--- src/rtl/matmul_job_scheduler.sv ---
// Job sequencer for the matrix-multiply engine: walks every (row of A, column of B) pair,
// tracks results through the adder-tree latency, writes them row-major, and arbitrates host access.
module matmul_job_scheduler #(
    parameter int ROW_AW   = 6,
    parameter int COL_AW   = 6,
    parameter int OUT_AW   = 12,
    parameter int PIPE_LAT = 8
) (
    input  logic              clk,
    input  logic              rst,
    input  logic              start,
    input  logic              abort,
    input  logic [ROW_AW-1:0] cfg_rows_m1,
    input  logic [COL_AW-1:0] cfg_cols_m1,
    input  logic              host_req,
    output logic              host_gnt,
    output logic              en_a,
    output logic              en_b,
    output logic              we_a,
    output logic              we_b,
    output logic [ROW_AW-1:0] addr_a,
    output logic [COL_AW-1:0] addr_b,
    output logic              en_out,
    output logic              we_out,
    output logic [OUT_AW-1:0] addr_out,
    output logic              busy,
    output logic              done,
    output logic              aborted
);

    localparam logic [1:0] IDLE  = 2'd0;
    localparam logic [1:0] ISSUE = 2'd1;
    localparam logic [1:0] DRAIN = 2'd2;
    localparam logic [1:0] FIN   = 2'd3;

    logic [1:0]          state;
    logic [1:0]          state_nxt;
    logic [ROW_AW-1:0]   rows_m1;
    logic [COL_AW-1:0]   cols_m1;
    logic [ROW_AW-1:0]   row_idx;
    logic [COL_AW-1:0]   col_idx;
    logic [OUT_AW-1:0]   wr_cnt;
    logic [PIPE_LAT-1:0] valid_pipe;
    logic                host_gnt_q;
    logic                aborted_q;

    logic start_ok;
    logic abort_ok;
    logic issuing;
    logic last_issue;
    logic pipe_drained;
    logic write_en;

    assign start_ok   = (state == IDLE) && start && !host_gnt_q;
    assign abort_ok   = (state != IDLE) && abort;
    assign issuing    = (state == ISSUE);
    assign last_issue = issuing && (row_idx == rows_m1) && (col_idx == cols_m1);
    assign write_en   = valid_pipe[PIPE_LAT-1];

    // Looks one shift ahead so FIN follows the last write directly (PIPE_LAT >= 2).
    assign pipe_drained = (valid_pipe[PIPE_LAT-2:0] == '0);

    // NOTE: next_state gets a default before the case so no path leaves it unassigned (no latch).
    always_comb begin
        state_nxt = state;
        if (abort_ok) begin
            state_nxt = IDLE;
        end else begin
            case (state)
                IDLE:    if (start_ok)     state_nxt = ISSUE;
                ISSUE:   if (last_issue)   state_nxt = DRAIN;
                DRAIN:   if (pipe_drained) state_nxt = FIN;
                FIN:                       state_nxt = IDLE;
                default:                   state_nxt = IDLE;
            endcase
        end
    end

    // NOTE: all state updates use <= so every register samples pre-edge values together.
    always_ff @(posedge clk) begin
        if (rst) begin
            state      <= IDLE;
            rows_m1    <= '0;
            cols_m1    <= '0;
            row_idx    <= '0;
            col_idx    <= '0;
            wr_cnt     <= '0;
            valid_pipe <= '0;
            host_gnt_q <= 1'b0;
            aborted_q  <= 1'b0;
        end else begin
            state      <= state_nxt;
            aborted_q  <= abort_ok;
            host_gnt_q <= (state == IDLE) && host_req && !start_ok;

            // Clearing the delay line is what stops in-flight results from being written after abort.
            if (abort_ok) begin
                valid_pipe <= '0;
            end else begin
                valid_pipe <= {valid_pipe[PIPE_LAT-2:0], issuing};
            end

            if (start_ok) begin
                rows_m1 <= cfg_rows_m1;
                cols_m1 <= cfg_cols_m1;
                row_idx <= '0;
                col_idx <= '0;
                wr_cnt  <= '0;
            end else begin
                if (issuing) begin
                    if (col_idx == cols_m1) begin
                        col_idx <= '0;
                        row_idx <= row_idx + 1'b1;
                    end else begin
                        col_idx <= col_idx + 1'b1;
                    end
                end
                if (write_en) begin
                    wr_cnt <= wr_cnt + 1'b1;
                end
            end
        end
    end

    assign en_a     = issuing;
    assign en_b     = issuing;
    assign we_a     = 1'b0;
    assign we_b     = 1'b0;
    assign addr_a   = issuing ? row_idx : '0;
    assign addr_b   = issuing ? col_idx : '0;
    assign en_out   = write_en;
    assign we_out   = write_en;
    assign addr_out = write_en ? wr_cnt : '0;
    assign busy     = (state != IDLE);
    // A same-cycle abort in FIN turns the completion into an abort.
    assign done     = (state == FIN) && !abort;
    assign aborted  = aborted_q;
    assign host_gnt = host_gnt_q;

endmodule
--- config.mk ---
export PLATFORM = sky130hd
export DESIGN_NAME = matmul_job_scheduler
export DESIGN_NICKNAME = d
export VERILOG_FILES = /design/src/rtl/matmul_job_scheduler.sv
export SDC_FILE = /design/constraint.sdc
export NUM_CORES = 1
export LEC_CHECK = 0
export BUFFER_PORTS_ARGS = -buffer_cell sky130_fd_sc_hd__buf_4
export CORE_MARGIN = 8
export CORE_UTILIZATION = 27
export DETAILED_ROUTE_END_ITERATION = 6
export SLEW_MARGIN = 20
export SYNTH_ARGS = -nofsm -noshare
export SYNTH_HDL_FRONTEND = slang
export SYNTH_SLANG_ARGS = --single-unit
--- constraint.sdc ---
create_clock -name clk -period 2.01 [get_ports clk]
set_input_delay 0.5025 -clock clk [delete_from_list [all_inputs] [get_ports clk]]
set_output_delay 0.5025 -clock clk [all_outputs]
set_load 0.05 [all_outputs]
# Word level (Yosys, flattened, before mapping)

Index checks and enable logic that the tools add are counted.
Widths: inputs -> output; s select.

Word-level logic and storage cells: 46
Memory bits (read-only): 0
Register bits after elaboration: 48
Input port bits: 17
Output and inout port bits: 34
Memory bits (writable): 0
Memories kept: 0
Latch bits: 0

Divide/modulo/power cells: 0
$lt $le $gt $ge: 0
Muxes and demuxes: 8
Shifts and indexed selects: 0
Reductions and logical operators: 18
Eq/ne operators: 8
$mul: 0
Bitwise gates (word level): 0
Add/sub/neg operators: 3

Operator list:

| operator              | count |
|---|---|
| $mux 6                | 3 |
| $add 12x1->12 const B | 1 |
| $add 6x1->6 const B   | 2 |
| $eq 6x6->1            | 2 |
| $mux 12               | 1 |
| $logic_and 1x1->1     | 8 |
| $pmux 2 s4            | 1 |
| $logic_not 7->1       | 1 |
| $mux 2                | 3 |
| $eq 2x2->1 const B    | 2 |
| $ne 2x2->1 const B    | 2 |
| $reduce_or 2->1       | 2 |
| $logic_not 1->1       | 3 |
| $reduce_and 3->1      | 1 |
| $eq 2x1->1 const B    | 1 |
| $logic_not 2->1       | 1 |
| $ne 2x1->1 const B    | 1 |
| $reduce_and 2->1      | 1 |
| $reduce_bool 2->1     | 1 |

# Longest topological paths before layout

Gate-level depths: netlist (run 1).

Depth in word-level cells: 5
Gate-level depth with buffers: 8
Mapped depth without buffers: 7

# Least setup slack after synthesis (run 1)

No wires, ideal clock.

Kind: reg2out
Start point: register state[1]
End point: output addr_a[0]
Arrival: 1729 ps
Buffers on the path: 2
Data required time: 1507 ps
Slack: -222 ps
Cell stages (with the launch flop): 6
Cell sequence: dfxtp_1 > inv_1 > ha_1 > buf_6 > clkbuf_1 > and2_1

Word-level cells in the longest chain between the ends: 2

RTL lines:

| element                | RTL line | RTL |
|---|---|---|
| from (decl)            | 36       | `logic [1:0] state;` |
| from (signal assigned) | 92       | `state <= state_nxt;` |
| $eq 2x1->1             | 56       | `assign issuing = (state == ISSUE);` |
| via en_a               | 17       | `output logic en_a,` |
| $mux 6                 | 129      | `assign addr_a = issuing ? row_idx : '0;` |
| to (decl)              | 21       | `output logic [ROW_AW-1:0] addr_a,` |

The timed path passes the listed nets, and every way through them passes these cells.

# Final worst setup path (run 1)

Start point: register cols_m1[4]
End point: register row_idx[5]

Word-level cells in the longest chain between the ends: 2

RTL lines:

| element                           | RTL line | RTL |
|---|---|---|
| from (decl)                       | 39       | `logic [COL_AW-1:0] cols_m1;` |
| from (signal assigned)            | 105      | `cols_m1 <= cfg_cols_m1;` |
| $eq 6x6->1                        | 111      | `if (col_idx == cols_m1) begin` |
| $reduce_and 2->1 (no source line) | n/a      |  |
| to (signal assigned)              | 113      | `row_idx <= row_idx + 1'b1;` |
| to (decl)                         | 40       | `logic [ROW_AW-1:0] row_idx;` |

Every way passes these cells.
A chain may end at the register's enable or synchronous reset.

==> flow_metrics.env, run 1 <==
export IMPL_drtPass1Iterations=4
export IMPL_syn_area_um2=2260
export IMPL_postSynthAreaPerCell_um2=8.50
export IMPL_synth_distinct_cells=37
export IMPL_gr_total_overflow=0
export IMPL_cp_required_ns=2.24
export IMPL_peakVddDrop_mv=0.522
export IMPL_route_detailed_drc=0
export IMPL_die_width_um=108
export IMPL_cts_path_max_buffers=2
export IMPL_synth_seq_area_share_pct=42.5
export IMPL_grt_max_degree=23
export IMPL_yosysMostFrequentCell="dfxtp_1"
export IMPL_cp_end_kind="register"
export IMPL_cts_tree="yes"
export IMPL_p_per_area_nw_per_um2=868
export IMPL_initial_core_util_pct=27.7
export IMPL_status="complete, no violations"
export IMPL_wl_mm=5.18
export IMPL_clk_pin_slew_ns=0.09
export IMPL_period_share_pct=97.2
export IMPL_finalWeightedCongestion=0.826
export IMPL_power_uw=2500
export IMPL_cp_arrival_ns=2.19
export IMPL_setup_violations=0
export IMPL_dpl_hpwl_mm=4.02
export IMPL_fmax_mhz=512
export IMPL_ys_ff_latch=48
export IMPL_post_route_min_period_ns=1.95
export IMPL_clk_insertion_delay_late_ns=0.30
export IMPL_path_class="reg2reg"
export IMPL_grt_use_total_pct=9.13
export IMPL_worst_slew_pin_slew_ns=0.503
export IMPL_cap_violations=0
export IMPL_coreArea_um2=8180
export IMPL_min_path_type="in2reg"
export IMPL_ys_top_cells_by_count="48 x dfxtp_1, 36 x nand2_1, 30 x and2_1"
export IMPL_vias_per_cell=4.45
export IMPL_synth_ff_type="dfxtp_1"
export IMPL_leakagePower_uw=0.00127
export IMPL_drt_wirelength_per_cell_um=12.2
export IMPL_syn_to_final_growth_pct=27.2
export IMPL_nFillCells=871
export IMPL_finalMaxSlewViolations=0
export IMPL_io_buffers=48
export IMPL_cp_max_fo=11
export IMPL_drtIter0Drc=111
export IMPL_synth_top_area_share_pct=42.5
export IMPL_h_tree_depth=2
export IMPL_yosysTopAreaCell="dfxtp_1"
export IMPL_synth_edf_count=0
export IMPL_max_slew_margin_pct=66.5
export IMPL_antennaDiodeCount=0
export IMPL_start_kind="register"
export IMPL_hold_buffers=0
export IMPL_vias=1883
export IMPL_cts_sinks=48
export IMPL_pin_count=51
export IMPL_drive_gt1_share_pct=29.2
export IMPL_final_net_count=342
export IMPL_timing_hold_ws_ns=0.442
export IMPL_grt_pass1_vias=1777
export IMPL_antenna_found_initial=0
export IMPL_rsz0062_at_grt="true"
export IMPL_drtAntennaViolNets=0
export IMPL_root_buffer="clkbuf_8"
export IMPL_dieHeight_um=108
export IMPL_cts_buffers=5
export IMPL_ys_async_sr_fraction_pct=0
export IMPL_rows=33
export IMPL_synthCells=266
export IMPL_grt_pass1_wl_mm=8.63
export IMPL_fin_skew_ns=0.00803
export IMPL_yosys_warnings=0
export IMPL_final_hold_viol_count=0
export IMPL_ys_top_cells_by_area="dfxtp_1 42%, and2_1 8.3%, xor2_1 8.1%, nand2_1 6.0%, a21oi_1 4.6%"
export IMPL_dieArea_um2=11600
final timing paths:
path,from,slack [ns],cells past startpoint,to
max,cols_m1[4]$_SDFFE_PP0P_,0.06,5,row_idx[5]$_SDFFE_PP0P_
min,host_req,0.44,2,host_gnt$_SDFF_PP0_
max reg2reg,cols_m1[4]$_SDFFE_PP0P_,0.06,5,row_idx[5]$_SDFFE_PP0P_
min reg2reg,valid_pipe[2]$_SDFF_PP0_,0.46,1,valid_pipe[3]$_SDFF_PP0_
layout make-up:
cell class / instances / area (µm²) / area share, %
sequential: 48 / 962 / 33.4
inverter: 6 / 22.5 / 0.783
multi-input combinational: 198 / 1230 / 42.6
clock buffer: 6 / 72.6 / 2.52
timing repair buffer: 59 / 458 / 15.9
clock inverter: 1 / 5.00 / 0.174
tap: 105 / 131 / 4.57
placed cells by master, fill, tap and decap left out, types with 2 or more instances in the layout:
master and n:
or4_1 4, ha_1 6, nand3_1 15, a31oi_1 2, nand2_1 36, and3_1 2, buf_4 55, buf_6 4
and2_2 19, xor2_1 21, o21ai_0 5, dfxtp_1 47, and2_1 11, mux2i_1 3, conb_1 2, o31ai_1 2
inv_1 6, xnor2_1 4, nand2b_1 2, clkbuf_8 5, a21oi_1 21, nor2_1 26
metrics by stage:
step | util, % | TNS (ns) | worst slack, ns | cell area (µm²) | cells
3_3_place_gp | 33.9 | 0 | 0.142 | 2770 | 416
3_5_place_dp | 33.9 | 0 | 0.0929 | 2770 | 416
2_1_floorplan | - | -0.0557 | -0.0557 | 2290 | 267
4_1_cts | 35.0 | 0 | 0.0423 | 2860 | 423
6_report | 35.2 | 0 | 0.0564 | 2880 | 423
5_1_grt | 35.2 | -0.0695 | -0.0555 | 2880 | 423
flip-flops by register name (all words and copies together), names as in the netlist:
register and cells:
cols_m1 6, state 2, host_gnt 1, rows_m1 6
wr_cnt 12, row_idx 6, valid_pipe 8, aborted 1
col_idx 6
report_power, final:
| group | total [µW] | switching [µW] | internal (µW) |
|---|---|---|---|
| clock network | 544 | 306 | 237 |
| logic | 857 | 555 | 302 |
| registers | 1100 | 60.4 | 1040 |
| total | 2500 | 922 | 1580 |
cells by family after synthesis:
logic type | count (synthesis) | synth area share, %
XOR/XNOR | 25 | 9.68
AND/OR/NAND/NOR | 127 | 28.8
other | 1 | 0.166
buffers and inverters | 21 | 5.14
AO/OA/AOI/OAI | 34 | 8.52
flip-flops | 48 | 42.5
adder cells (fa/ha/maj) | 7 | 3.87
multiplexers | 3 | 1.33
metal layers:
metal / vias to the layer above / GRT usage (%) / wire length [µm]
li1: 973 / - / -
met1: 845 / 12.0 / 2550
met2: 59 / 13.7 / 2200
met3: 6 / 2.99 / 372
met4: 0 / 2.78 / 58
met5: - / 0 / 0
critical path, cell delays in order, from the launching register on:
cell and delay, ns:
dfxtp_1 0.32, xor2_1 0.18, nor4_4 0.41, nand3_2 0.26, or4_1 0.56, a21oi_1 0.15
timing repair:
item,in CTS,in global routing
endpoints found under the setup margin,12,12
setup buffers,0,0
gates resized for setup,1,6
(Power assumes the default switching activity.)
==> run 2, diff against run 1 <==
- CORE_MARGIN: 8 -> unset
==> run 2 against run 1 <==
  * Fmax up 1.5%
  * Sequential share of layout area down 0.22 points
  * Register-to-register slack improved by 0.06 ns
  * Clock skew is 0.0037 ns higher
  * Final cell count down 0.24%
  * Worst hold slack lost 0.0041 ns
  * Highest routed layer unchanged
  * Critical path depth is 1 lower
  * Largest power group unchanged
  * Via count decreased by 0.32%
  * Flip-flop and latch count is the same
  * Utilization increased by 0.18 points
==> flow_metrics.env, run 2 (synthesis gave the netlist of run 1 again) <==
export IMPL_rows=33
export IMPL_setup_violations=0
export IMPL_drtPass1Iterations=4
export IMPL_post_route_min_period_ns=1.92
export IMPL_antennaDiodeCount=0
export IMPL_drt_wirelength_per_cell_um=11.4
export IMPL_fin_skew_ns=0.0118
export IMPL_finalWeightedCongestion=0.837
export IMPL_antenna_found_initial=0
export IMPL_final_cell_mix="53 x buf_4, 48 x dfxtp_1, 36 x nand2_1"
export IMPL_leakagePower_uw=0.00127
export IMPL_cap_violations=0
export IMPL_path_depth=4
export IMPL_vias=1877
export IMPL_drtAntennaViolNets=0
export IMPL_cts_tree="yes"
export IMPL_cp_required_ns=1.51
export IMPL_wl_mm=4.80
export IMPL_critical_path_max_stage_delay_ns=0.40
export IMPL_finalMaxSlewViolations=0
export IMPL_dieHeight_um=93.5
export IMPL_fin_setup_tns_ns=0
export IMPL_final_net_count=340
export IMPL_pin_count=51
export IMPL_gr_total_overflow=0
export IMPL_fmax_mhz=520
export IMPL_root_buffer="clkbuf_8"
export IMPL_route_detailed_drc=0
export IMPL_rr_worst_depth=5
export IMPL_grt_use_total_pct=11.3
export IMPL_peakVddDrop_mv=0.500
export IMPL_final_hold_viol_count=0
export IMPL_start_kind="register"
export IMPL_hold_buffers=0
export IMPL_initial_core_util_pct=27.7
export IMPL_whs_path_depth=3
export IMPL_p_per_area_nw_per_um2=898
export IMPL_cts_buffers=5
export IMPL_grt_max_degree=23
export IMPL_vias_per_cell=4.45
export IMPL_crit_chain="inv_2 > ha_4 > and2_2 > buf_4"
export IMPL_reg_top3="wr_cnt (12), valid_pipe (8)"
export IMPL_cp_arrival_ns=1.42
export IMPL_grt_pass1_vias=1722
export IMPL_clk_pin_slew_ns=0.09
export IMPL_cts_path_max_buffers=2
export IMPL_period_share_pct=95.7
export IMPL_crit_buf_inv=2
export IMPL_cp_max_fo=21
export IMPL_status="complete, no violations"
export IMPL_drive_gt1_share_pct=29.3
export IMPL_nFillCells=867
export IMPL_dpl_hpwl_mm=3.53
export IMPL_dieArea_um2=8750
export IMPL_rsz0062_at_grt="false"
export IMPL_die_width_um=93.5
export IMPL_largest_reg_flops=12
export IMPL_coreArea_um2=8180
export IMPL_cp_end_kind="output pin"
export IMPL_path_class="reg2out"
export IMPL_clk_insertion_delay_late_ns=0.30
export IMPL_worst_path_max_delay_cell="dfxtp_1"
export IMPL_min_path_type="in2reg"
export IMPL_h_tree_depth=2
export IMPL_path_delay_family="flip-flops"
export IMPL_cts_sinks=48
export IMPL_timing_hold_ws_ns=0.438
export IMPL_drtIter0Drc=63
export IMPL_syn_to_final_growth_pct=27.9
export IMPL_io_buffers=48
export IMPL_layout_commonest_cell="buf_4"
export IMPL_grt_pass1_wl_mm=7.83
export IMPL_largest_register="wr_cnt"
==> run 2: final timing paths <==
kind | from | to | slack (ns)
setup / recovery | state[1]$_SDFFE_PP0P_ | addr_a[4] | 0.09
hold / removal | cfg_rows_m1[5] | rows_m1[5]$_SDFFE_PP0P_ | 0.44
setup reg to reg | valid_pipe[2]$_SDFF_PP0_ | state[1]$_SDFFE_PP0P_ | 0.12
hold reg to reg | valid_pipe[2]$_SDFF_PP0_ | valid_pipe[3]$_SDFF_PP0_ | 0.45
==> run 2: worst register-to-register path: stages, from the launching register on <==
cell	delay, ns
dfxtp_1	0.31
or4_1	0.55
o41ai_2	0.24
o21ai_1	0.15
or3b_2	0.46
a21oi_1	0.13
==> run 2: stage by stage <==
| stage | cells | cell area, µm² | power (µW) | utilization (%) | setup WS (ns) |
|---|---|---|---|---|---|
| detailed placement | 413 | 2750 | 1950 | 33.6 | 0.0570 |
| global route | 422 | 2890 | 2740 | 35.4 | 0.00678 |
| CTS | 421 | 2850 | 2580 | 34.9 | 0.0240 |
| global placement | 413 | 2750 | 1950 | 33.6 | 0.133 |
| finish | 422 | 2890 | 2600 | 35.4 | 0.0858 |
| floorplan | 267 | 2290 | 1750 | - | -0.0557 |
==> run 2: metal layers <==
layer / wire [µm] / up-vias / track usage, % / share of wire, %
met5: 0 / - / 0 / 0
met1: 2370 / 849 / 14.7 / 49
met3: 240 / 6 / 3.17 / 5.0
met4: 40 / 0 / 3.08 / 0.83
li1: - / 975 / - / -
met2: 2140 / 47 / 18.3 / 45
==> run 2: layout make-up <==
| cell class | count | area [µm²] | share of cell area, % |
|---|---|---|---|
| multi-input combinational | 198 | 1240 | 42.9 |
| sequential | 48 | 961 | 33.2 |
| timing repair buffer | 57 | 443 | 15.3 |
| tap | 105 | 131 | 4.54 |
| clock buffer | 7 | 86.3 | 2.98 |
| inverter | 6 | 22.5 | 0.779 |
| clock inverter | 1 | 7.51 | 0.260 |
==> run 2: power breakdown <==
part	leakage [µW]	total, µW	internal [µW]	switching (µW)
Sequential	0.000389	1100	1030	64.9
Combinational	0.000835	895	325	571
Clock	0.0000445	604	280	324
==> run 2: what timing repair did <==
action                     CTS  global route
pin swaps                    0             1
gates resized for setup      1             9
buffers inserted             0             1
setup endpoints to repair   12            14
==> run 3, diff against run 2 <==
==> constraint.sdc (replaced) <==
create_clock -name clk -period 2.01 [get_ports clk]
set_input_delay 0.603 -clock clk [delete_from_list [all_inputs] [get_ports clk]]
set_output_delay 0.603 -clock clk [all_outputs]
set_load 0.05 [all_outputs]
==> run 3 against run 2 <==
  * Final cell count rose by 3.3%
  * Total power up 9.0%
  * Worst setup slack worse by 0.048 ns
  * Routed wire length grew 7.0%
  * Critical path type unchanged
  * Sequential share of layout area is 1.6 points lower
  * Highest routed layer unchanged
  * Combinational power is 26% higher
  * Clock skew down 0.0026 ns
  * Critical path depth increased by 1
==> flow_metrics.env, run 3 (synthesis gave the netlist of run 1 again) <==
export IMPL_fin_setup_tns_ns=0
export IMPL_dp_slack_ns=0.0661
export IMPL_final_cell_mix="59 x buf_4, 45 x dfxtp_1, 36 x nand2_1"
export IMPL_fmax_mhz=507
export IMPL_vias=1969
export IMPL_coreArea_um2=8180
export IMPL_finalMaxSlewViolations=0
export IMPL_route_detailed_drc=0
export IMPL_p_switching_uw=1020
export IMPL_r2r_slack_ns=0.08
export IMPL_dp_cells=411
export IMPL_syn_to_final_growth_pct=35.0
export IMPL_dieHeight_um=93.5
export IMPL_fin_skew_ns=0.00916
export IMPL_postLayoutCoreUtil_pct=37.4
export IMPL_reg2reg_to="row_idx[4]$_SDFFE_PP0P_"
export IMPL_p_per_area_nw_per_um2=927
export IMPL_seq_power_share_pct=38.8
export IMPL_layout_commonest_cell="buf_4"
export IMPL_clk_insertion_delay_late_ns=0.30
export IMPL_wl_mm=5.13
export IMPL_grt_pass1_wl_mm=8.36
export IMPL_pin_count=51
export IMPL_drtIter0Drc=51
export IMPL_status="complete, no violations"
export IMPL_antenna_found_initial=0
export IMPL_vias_per_cell=4.52
export IMPL_cts_sinks=48
export IMPL_largest_reg_flops=12
export IMPL_path_class="reg2out"
export IMPL_grt_pass1_vias=1810
export IMPL_cp_max_fo=3
export IMPL_gr_total_overflow=0
export IMPL_period_share_pct=98.1
export IMPL_reg_top3="wr_cnt (12), valid_pipe (8)"
export IMPL_leakagePower_uw=0.00135
export IMPL_setup_violations=0
export IMPL_cts_path_max_buffers=2
export IMPL_grt_use_total_pct=12.2
export IMPL_io_buffers=48
export IMPL_cp_end_kind="output pin"
export IMPL_setup_slack_ns=0.0377
export IMPL_final_area_um2=3050
export IMPL_pwr_share_comb_pct=39.8
export IMPL_post_route_min_period_ns=1.97
export IMPL_cts_tree="yes"
export IMPL_grt_max_degree=23
export IMPL_cap_violations=0
export IMPL_cts_buffers=5
export IMPL_cp_arrival_ns=1.37
export IMPL_antennaDiodeCount=0
export IMPL_dpl_hpwl_mm=3.48
export IMPL_min_to="valid_pipe[6]$_SDFF_PP0_"
export IMPL_min_path_type="reg2reg"
export IMPL_die_width_um=93.5
export IMPL_final_net_count=354
export IMPL_rows=33
export IMPL_swShare_pct=36.1
export IMPL_clkPwrFrac_pct=21.4
export IMPL_peakVddDrop_mv=0.467
export IMPL_instances_no_fill=436
export IMPL_drt_wirelength_per_cell_um=11.8
export IMPL_rr_worst_depth=6
export IMPL_r2r_start="cols_m1[0]$_SDFFE_PP0P_"
export IMPL_drtAntennaViolNets=0
export IMPL_finalWeightedCongestion=0.879
export IMPL_largest_register="wr_cnt"
export IMPL_place_area_um2=2750
export IMPL_cp_required_ns=1.41
export IMPL_power_internal_uw=1810
export IMPL_drive_gt1_share_pct=33.5
export IMPL_whs_path_depth=1
export IMPL_nFillCells=831
export IMPL_root_buffer="clkbuf_8"
export IMPL_drtPass1Iterations=5
export IMPL_h_tree_depth=2
export IMPL_clk_pin_slew_ns=0.09
export IMPL_start_kind="register"
export IMPL_dieArea_um2=8750
export IMPL_initial_core_util_pct=27.7
export IMPL_final_hold_viol_count=0
export IMPL_min_from="valid_pipe[5]$_SDFF_PP0_"
[run 3: power by group through the flow]
stage	registers [µW]	logic (µW)	clock network (µW)
2_1_floorplan	1130	628	0
3_3_place_gp	1120	838	0
3_5_place_dp	1120	840	0
4_1_cts	1100	932	634
5_1_grt	1110	1220	669
6_report	1100	1130	606
[run 3: critical path: stages, from the launching register on]
cell	delay [ns]
dfxtp_2	0.36
inv_2	0.05
ha_4	0.18
buf_4	0.14
and2_1	0.15
buf_4	0.19
[run 3: cell type report]
cell class / count / area [µm²] / area share (%)
clock buffer: 7 / 86.3 / 2.83
tap: 105 / 131 / 4.30
multi-input combinational: 198 / 1240 / 40.7
clock inverter: 1 / 7.51 / 0.246
timing repair buffer: 71 / 598 / 19.6
sequential: 48 / 965 / 31.6
inverter: 6 / 22.5 / 0.737
[run 3: repair_timing]
item	in CTS	in global routing
pin swaps	0	1
endpoints found under the setup margin	13	14
hold buffers	0	0
setup buffers	4	13
gates resized for setup	8	14
[run 3: routing by layer]
layer	GRT usage [%]	wire, µm	share of wire [%]	vias to the layer above
met5	0	0	0	-
met3	2.93	232	4.5	13
met4	5.90	116	2.3	0
li1	-	-	-	1004
met2	18.9	2270	44	63
met1	15.8	2510	49	889
[run 3: through the flow]
step                hold WS [ns]  power, µW
finish                     0.447       2830
global route               0.484       3000
CTS                        0.452       2660
detailed placement         0.432       1960
global placement           0.429       1960
floorplan                  0.420       1760
[run 3: worst max path at each step]
stage                            startpoint                       to
floorplan             state[1]$_SDFFE_PP0P_                addr_a[0]
global route        cols_m1[0]$_SDFFE_PP0P_  row_idx[4]$_SDFFE_PP0P_
finish                state[1]$_SDFFE_PP0P_                addr_b[3]
CTS                   state[1]$_SDFFE_PP0P_                addr_a[4]
detailed placement  col_idx[3]$_SDFFE_PP0N_  row_idx[4]$_SDFFE_PP0P_
global placement    col_idx[3]$_SDFFE_PP0N_  row_idx[5]$_SDFFE_PP0P_
